**src/rtl/uart_pkg.sv**
```systemverilog
// Shared definitions for the block transmit framer: FSM encoding, parameter
// defaults and the counter-width helper.
package uart_pkg;

   typedef enum logic [1:0] {
      ST_IDLE  = 2'd0,
      ST_START = 2'd1,
      ST_WAIT  = 2'd2,
      ST_GAP   = 2'd3
   } tx_state_e;

   localparam int DEF_NUM_BYTES      = 16;
   localparam int DEF_GAP_CYCLES     = 0;
   localparam int DEF_TIMEOUT_CYCLES = 0;

   // Width able to hold every value 0..limit with one bit of headroom.
   function automatic int cnt_width(input int limit);
      return $clog2(limit) + 1;
   endfunction

endpackage

```
**src/rtl/edge_rise_det.sv**
```systemverilog
// Rising-edge detector: rise_o is high while sig_i is high and its registered
// history was low, so a level held high fires only once.
module edge_rise_det (
   input  logic clk,
   input  logic reset,
   input  logic sig_i,
   output logic rise_o
);

   logic prev_q;

   // Previous-cycle sample of the monitored input.
   always_ff @(posedge clk or negedge reset) begin
      if (!reset) begin
         prev_q <= 1'b0;
      end else begin
         prev_q <= sig_i;
      end
   end

   assign rise_o = sig_i & ~prev_q;

endmodule

```
**src/rtl/block_tx_framer.sv**
```systemverilog
// Splits a multi-byte block into single-byte requests for a UART transmitter,
// with optional inter-byte gap and per-byte completion timeout.
module block_tx_framer
   import uart_pkg::*;
#(
   parameter int NUM_BYTES      = DEF_NUM_BYTES,
   parameter int GAP_CYCLES     = DEF_GAP_CYCLES,
   parameter int TIMEOUT_CYCLES = DEF_TIMEOUT_CYCLES
) (
   input  logic                   clk,
   input  logic                   reset,
   input  logic                   blk_valid,
   input  logic [NUM_BYTES*8-1:0] blk_data,
   output logic                   blk_ready,
   output logic                   tx_start,
   output logic [7:0]             tx_data,
   input  logic                   tx_done,
   output logic                   busy,
   output logic                   blk_sent,
   output logic                   tx_err
);

   localparam int DW      = NUM_BYTES * 8;
   localparam int CNT_W   = cnt_width(NUM_BYTES);
   localparam int GAP_W   = cnt_width(GAP_CYCLES);
   localparam int TMR_W   = cnt_width(TIMEOUT_CYCLES);
   // The tx_start cycle counts towards the timeout, and tx_err is registered,
   // so the abort decision is taken two cycles short of the limit.
   localparam int TO_LAST = (TIMEOUT_CYCLES > 1) ? TIMEOUT_CYCLES - 2 : 0;

   localparam logic [CNT_W-1:0] LAST_IDX = CNT_W'(NUM_BYTES - 1);
   localparam logic [CNT_W-1:0] CNT_FULL = CNT_W'(NUM_BYTES);
   localparam logic [GAP_W-1:0] GAP_LAST = GAP_W'((GAP_CYCLES > 0) ? GAP_CYCLES - 1 : 0);
   localparam logic [TMR_W-1:0] TMR_LAST = TMR_W'(TO_LAST);

   tx_state_e        state_q;
   logic [DW-1:0]    shift_q;
   logic [DW-1:0]    shift_adv_s;
   logic [CNT_W-1:0] cnt_q;
   logic [GAP_W-1:0] gap_q;
   logic [TMR_W-1:0] tmr_q;
   logic             blk_ready_q;
   logic             tx_start_q;
   logic [7:0]       tx_data_q;
   logic             busy_q;
   logic             blk_sent_q;
   logic             tx_err_q;
   logic             done_rise_s;

   edge_rise_det u_done_edge (
      .clk    (clk),
      .reset  (reset),
      .sig_i  (tx_done),
      .rise_o (done_rise_s)
   );

   assign shift_adv_s = shift_q << 4'd8;

   // Framing FSM with all outputs registered alongside the state.
   always_ff @(posedge clk or negedge reset) begin
      if (!reset) begin
         state_q     <= ST_IDLE;
         shift_q     <= '0;
         cnt_q       <= '0;
         gap_q       <= '0;
         tmr_q       <= '0;
         blk_ready_q <= 1'b0;
         tx_start_q  <= 1'b0;
         tx_data_q   <= 8'h00;
         busy_q      <= 1'b0;
         blk_sent_q  <= 1'b0;
         tx_err_q    <= 1'b0;
      end else begin
         tx_start_q <= 1'b0;
         blk_sent_q <= 1'b0;
         tx_err_q   <= 1'b0;
         case (state_q)
            ST_IDLE: begin
               blk_ready_q <= 1'b1;
               busy_q      <= 1'b0;
               if (blk_valid && blk_ready_q) begin
                  shift_q     <= blk_data;
                  cnt_q       <= '0;
                  tx_data_q   <= blk_data[DW-1 -: 8];
                  tx_start_q  <= 1'b1;
                  blk_ready_q <= 1'b0;
                  busy_q      <= 1'b1;
                  state_q     <= ST_START;
               end else begin
                  state_q <= ST_IDLE;
               end
            end
            ST_START: begin
               tmr_q   <= '0;
               state_q <= ST_WAIT;
            end
            ST_WAIT: begin
               if (done_rise_s) begin
                  shift_q <= shift_adv_s;
                  cnt_q   <= cnt_q + 1'b1;
                  gap_q   <= '0;
                  if (cnt_q == LAST_IDX) begin
                     blk_sent_q <= 1'b1;
                  end else begin
                     blk_sent_q <= 1'b0;
                  end
                  if (GAP_CYCLES > 0) begin
                     state_q <= ST_GAP;
                  end else if (cnt_q == LAST_IDX) begin
                     blk_ready_q <= 1'b1;
                     busy_q      <= 1'b0;
                     state_q     <= ST_IDLE;
                  end else begin
                     tx_data_q  <= shift_adv_s[DW-1 -: 8];
                     tx_start_q <= 1'b1;
                     state_q    <= ST_START;
                  end
               end else if ((TIMEOUT_CYCLES > 0) && (tmr_q >= TMR_LAST)) begin
                  tx_err_q    <= 1'b1;
                  shift_q     <= '0;
                  cnt_q       <= '0;
                  blk_ready_q <= 1'b1;
                  busy_q      <= 1'b0;
                  state_q     <= ST_IDLE;
               end else if (TIMEOUT_CYCLES > 0) begin
                  tmr_q <= tmr_q + 1'b1;
               end else begin
                  tmr_q <= '0;
               end
            end
            ST_GAP: begin
               if (gap_q != GAP_LAST) begin
                  gap_q <= gap_q + 1'b1;
               end else if (cnt_q == CNT_FULL) begin
                  blk_ready_q <= 1'b1;
                  busy_q      <= 1'b0;
                  state_q     <= ST_IDLE;
               end else begin
                  tx_data_q  <= shift_q[DW-1 -: 8];
                  tx_start_q <= 1'b1;
                  state_q    <= ST_START;
               end
            end
            default: begin
               blk_ready_q <= 1'b1;
               busy_q      <= 1'b0;
               state_q     <= ST_IDLE;
            end
         endcase
      end
   end

   assign blk_ready = blk_ready_q;
   assign tx_start  = tx_start_q;
   assign tx_data   = tx_data_q;
   assign busy      = busy_q;
   assign blk_sent  = blk_sent_q;
   assign tx_err    = tx_err_q;

endmodule

```
**config.mk**
```make
export PLATFORM = sky130hd
export DESIGN_NAME = block_tx_framer
export DESIGN_NICKNAME = d
export VERILOG_FILES = /design/src/rtl/uart_pkg.sv /design/src/rtl/edge_rise_det.sv /design/src/rtl/block_tx_framer.sv
export SDC_FILE = /design/constraint.sdc
export NUM_CORES = 1
export LEC_CHECK = 0
export ABC_AREA = 1
export BUFFER_PORTS_ARGS = -buffer_cell sky130_fd_sc_hd__buf_2
export CAP_MARGIN = 20
export CORE_MARGIN = 2
export CORE_UTILIZATION = 60
export CTS_CLUSTER_DIAMETER = 60
export DETAILED_ROUTE_END_ITERATION = 16
export PLACE_DENSITY_LB_ADDON = 0.3
export SETUP_SLACK_MARGIN = 0.5
export SYNTH_ARGS = -nofsm -noshare
export SYNTH_HDL_FRONTEND = slang
export SYNTH_SLANG_ARGS = --single-unit
```
**constraint.sdc**
```tcl
create_clock -name clk -period 3.4 [get_ports clk]
set_clock_uncertainty 0.05 [all_clocks]
set_input_delay 0.68 -clock clk [delete_from_list [all_inputs] [get_ports clk]]
set_output_delay 0.68 -clock clk [all_outputs]
set_load 0.02 [all_outputs]
```
==> out/metrics.csv <==
stage,metric,value,unit
worst_setup_path,critPathCaptureType,flip-flop,
yosys,syn_area_per_cell,7.84,µm²
die,die-width,115,µm
sta,finalCritPeriodShare,71.2,%
clock_network,clk_pin_slew,0.06,ns
yosys,syn-instance-count,939,
sta,worst_slew_pin_slew,0.715,ns
layout,design.final.nets,1190,
layout,final_area,8610,µm²
layout,drive_above_1_share,18.6,%
drt,vias,6249,
drt,dr_wl_met2,7420,µm
pwr,power.leakage,4.44,nW
status,status,completed,
worst_setup_path,worstPathRequired,3.67,ns
worst_setup_path,critPathLaunchType,flip-flop,
drt,ant_nets,0,
sta,clock.fmax,413,MHz
yosys,ys_seq_area_share,50.3,%
drt,route.met3.wl,823,µm
global_route,antenna_found_initial,0,
place,place_congestion,0.792,
yosys,syn-cell-area,7360,µm²
drt,drt-vias-per-instance,5.15,
global_route,track_usage,25.5,%
drt,avgRoutedWirePerCell,12.9,µm
worst_setup_path,crit_chain,inv_2 -> nor2_8 -> nand2_4 -> nand2_8 -> buf_12 -> nand2_1 -> o21ai_0,
sta,final-max-slew-violation-count,0,
sta,hold_ws,0.157,ns
clock_network,cts_sinks,148,
worst_setup_path,crit_path_top_delay_cell,dfrtp_1,
worst_setup_path,max_stage_delay,0.52,ns
pwr,ir_drop,0.000561,V
clock_network,htree_num_levels,4,
die,fp-row-count,40,
worst_setup_path,cp_top_family,simple AND/OR/NAND/NOR gates,
clock_network,ctsRootBufferMaster,clkbuf_16,
die,dieHeight,115,µm
drt,highest_layer,met4,
yosys,ys_seq_elements,148,
worst_setup_path,r2r_slack,0.98,ns
sta,finalSetupViolCount,0,
global_route,grt_pass1_vias,5709,
layout,synthToLayoutAreaGrowth,17.0,%
yosys,synth_edf_count,0,
place,port_buffers,143,
yosys,synth-warning-count,0,
clock_network,clock_latency,0.42,ns
worst_hold_path,min_path_type,primary input to async pin,
yosys,ys_async_sr_fraction,100,%
clock_network,post_cts_resized,0,
clock_network,cts_tree,yes,
die,core_area,12000,µm²
yosys,synth_flop_cell,dfrtp_1,
clock_network,cts_buffers,17,
drt,drt_iter0_markers,567,
global_route,grt_pass1_wl,26200,µm
sta,hold_violations,0,
die,dieArea,13200,µm²
sta,slew_headroom,52.3,%
worst_setup_path,cp_data_arrival_time,2.69,ns
pwr,power,7.88,mW
sta,setup_tns,0,ns
layout,multi_input_area,2750,µm²
layout,fill_cells,972,
yosys,ys_types,26,
clock_network,cts_setup_buffers,0,
worst_setup_path,path_buf_inv,2,
sta,rsz0062_at_grt,false,
sta,fin_crit,2.42,ns
layout,n_antenna_cell,0,
place,placed_area,7950,µm²
job,max-cap-violations,0,
drt,wl,15700,µm
place,place_hpwl,10300,µm
drt,dr.pass1.iters,5,
clock_network,cts.path.max_buffers,2,
die,ios,145,
drt,drcViolationCount,0,
worst_setup_path,worst-setup-path-type,flip-flop to flip-flop,
pwr,powerDensity,915,nW/µm²
layout,regArea,3700,µm²
clock_network,postCtsHoldBufs,0,
global_route,overflow,0,
yosys,syn_nets,1075,
die,start_util,61.3,%
global_route,grt_max_degree,132,
drt,m1WireLength,7130,µm
worst_setup_path,worstPathMaxFanout,131,
==> worst reg2reg max path, cell delays in order, from the launching register on <==
cell     delay, ns
dfrtp_1       0.52
inv_2         0.20
nor2_8        0.33
nand2_4       0.13
nand2_8       0.51
buf_12        0.35
nand2_1       0.12
o21ai_0       0.11
==> sequential cells by signal, indices dropped and copies added (netlist names) <==
register	cells
shift_q	128
cnt_q	5
state_q	2
u_done_edge.prev_q	1
blk_sent	1
busy	1
blk_ready	1
tx_start	1
tx_data	8
==> report_power, final <==
part	internal, mW	switching, mW
Sequential	2.58	0.273
Clock	1.37	0.713
Combinational	0.928	2.01
Total	4.88	3.00
==> metal layers <==
layer	up-vias	GRT usage, %
met5	-	0
met4	0	10.0
met3	27	5.11
met2	190	40.1
met1	2860	35.2
li1	3172	-
==> worst paths after layout <==
check                                 from            endpoint  cells after the start
worst max-delay path            state_q[1]         shift_q[79]                      7
worst min register to register        busy                busy                      2
worst min-delay path                 reset  u_done_edge.prev_q                      1
max in group asynchronous            reset         shift_q[68]                      2
min in group clk                   tx_done  u_done_edge.prev_q                      1
worst max register to register  state_q[1]         shift_q[79]                      7
==> cell type report <==
class | count | area share, %
Sequential cell | 148 | 43.0
Multi-Input combinational cell | 603 | 31.9
Clock inverter | 15 | 2.75
Timing Repair Buffer | 150 | 9.43
Clock buffer | 17 | 4.94
Inverter | 134 | 5.84
Tap cell | 147 | 2.14
==> cell usage after synthesis, types with 3 or more instances <==
master	instances	area [µm²]
inv_1	132	495
nor2_1	15	56.3
a21oi_1	3	15.0
o211ai_1	9	67.6
buf_6	24	270
nand2_1	310	1160
buf_4	9	67.6
nand3_1	10	50.1
o21ai_0	216	1080
o21ai_1	18	90.1
ha_1	4	50.1
a21oi_2	7	61.3
buf_2	5	25.0
dfrtp_1	148	3700
clkbuf_1	16	60.1
==> cells by family after synthesis <==
group	Yosys count	synth area share, %
AND/OR/NAND/NOR	343	18.3
AO/OA/AOI/OAI	255	18.1
buffers and inverters	188	12.6
flip-flops	148	50.3
adder cells (fa/ha/maj)	4	0.680
other	1	0.0509
==> layout by cell type (no fill, tap or decap), types with 3 or more instances in the layout <==
cell type	netlist	layout
a21oi_1	3	3
a21oi_2	7	7
buf_12	0	3
buf_2	5	142
buf_4	9	4
bufinv_16	0	6
clkbuf_16	0	17
clkinv_2	0	5
clkinvlp_4	0	3
dfrtp_1	148	148
ha_1	4	4
inv_1	132	132
nand2_1	310	309
nand3_1	10	10
nor2_1	15	15
o211ai_1	9	9
o21ai_0	216	216
o21ai_1	18	18
==> metrics by stage <==
| step | utilization [%] | setup slack [ns] | std cells |
|---|---|---|---|
| 2_1_floorplan | - | 1.76 | 939 |
| 3_3_place_gp | 66.2 | 1.11 | 1182 |
| 3_5_place_dp | 66.2 | 1.04 | 1182 |
| 4_1_cts | 71.7 | 1.03 | 1214 |
| 5_1_grt | 71.7 | 0.786 | 1214 |
| 6_report | 71.7 | 0.979 | 1214 |
Note: power is estimated with default switching activity, not from simulation.
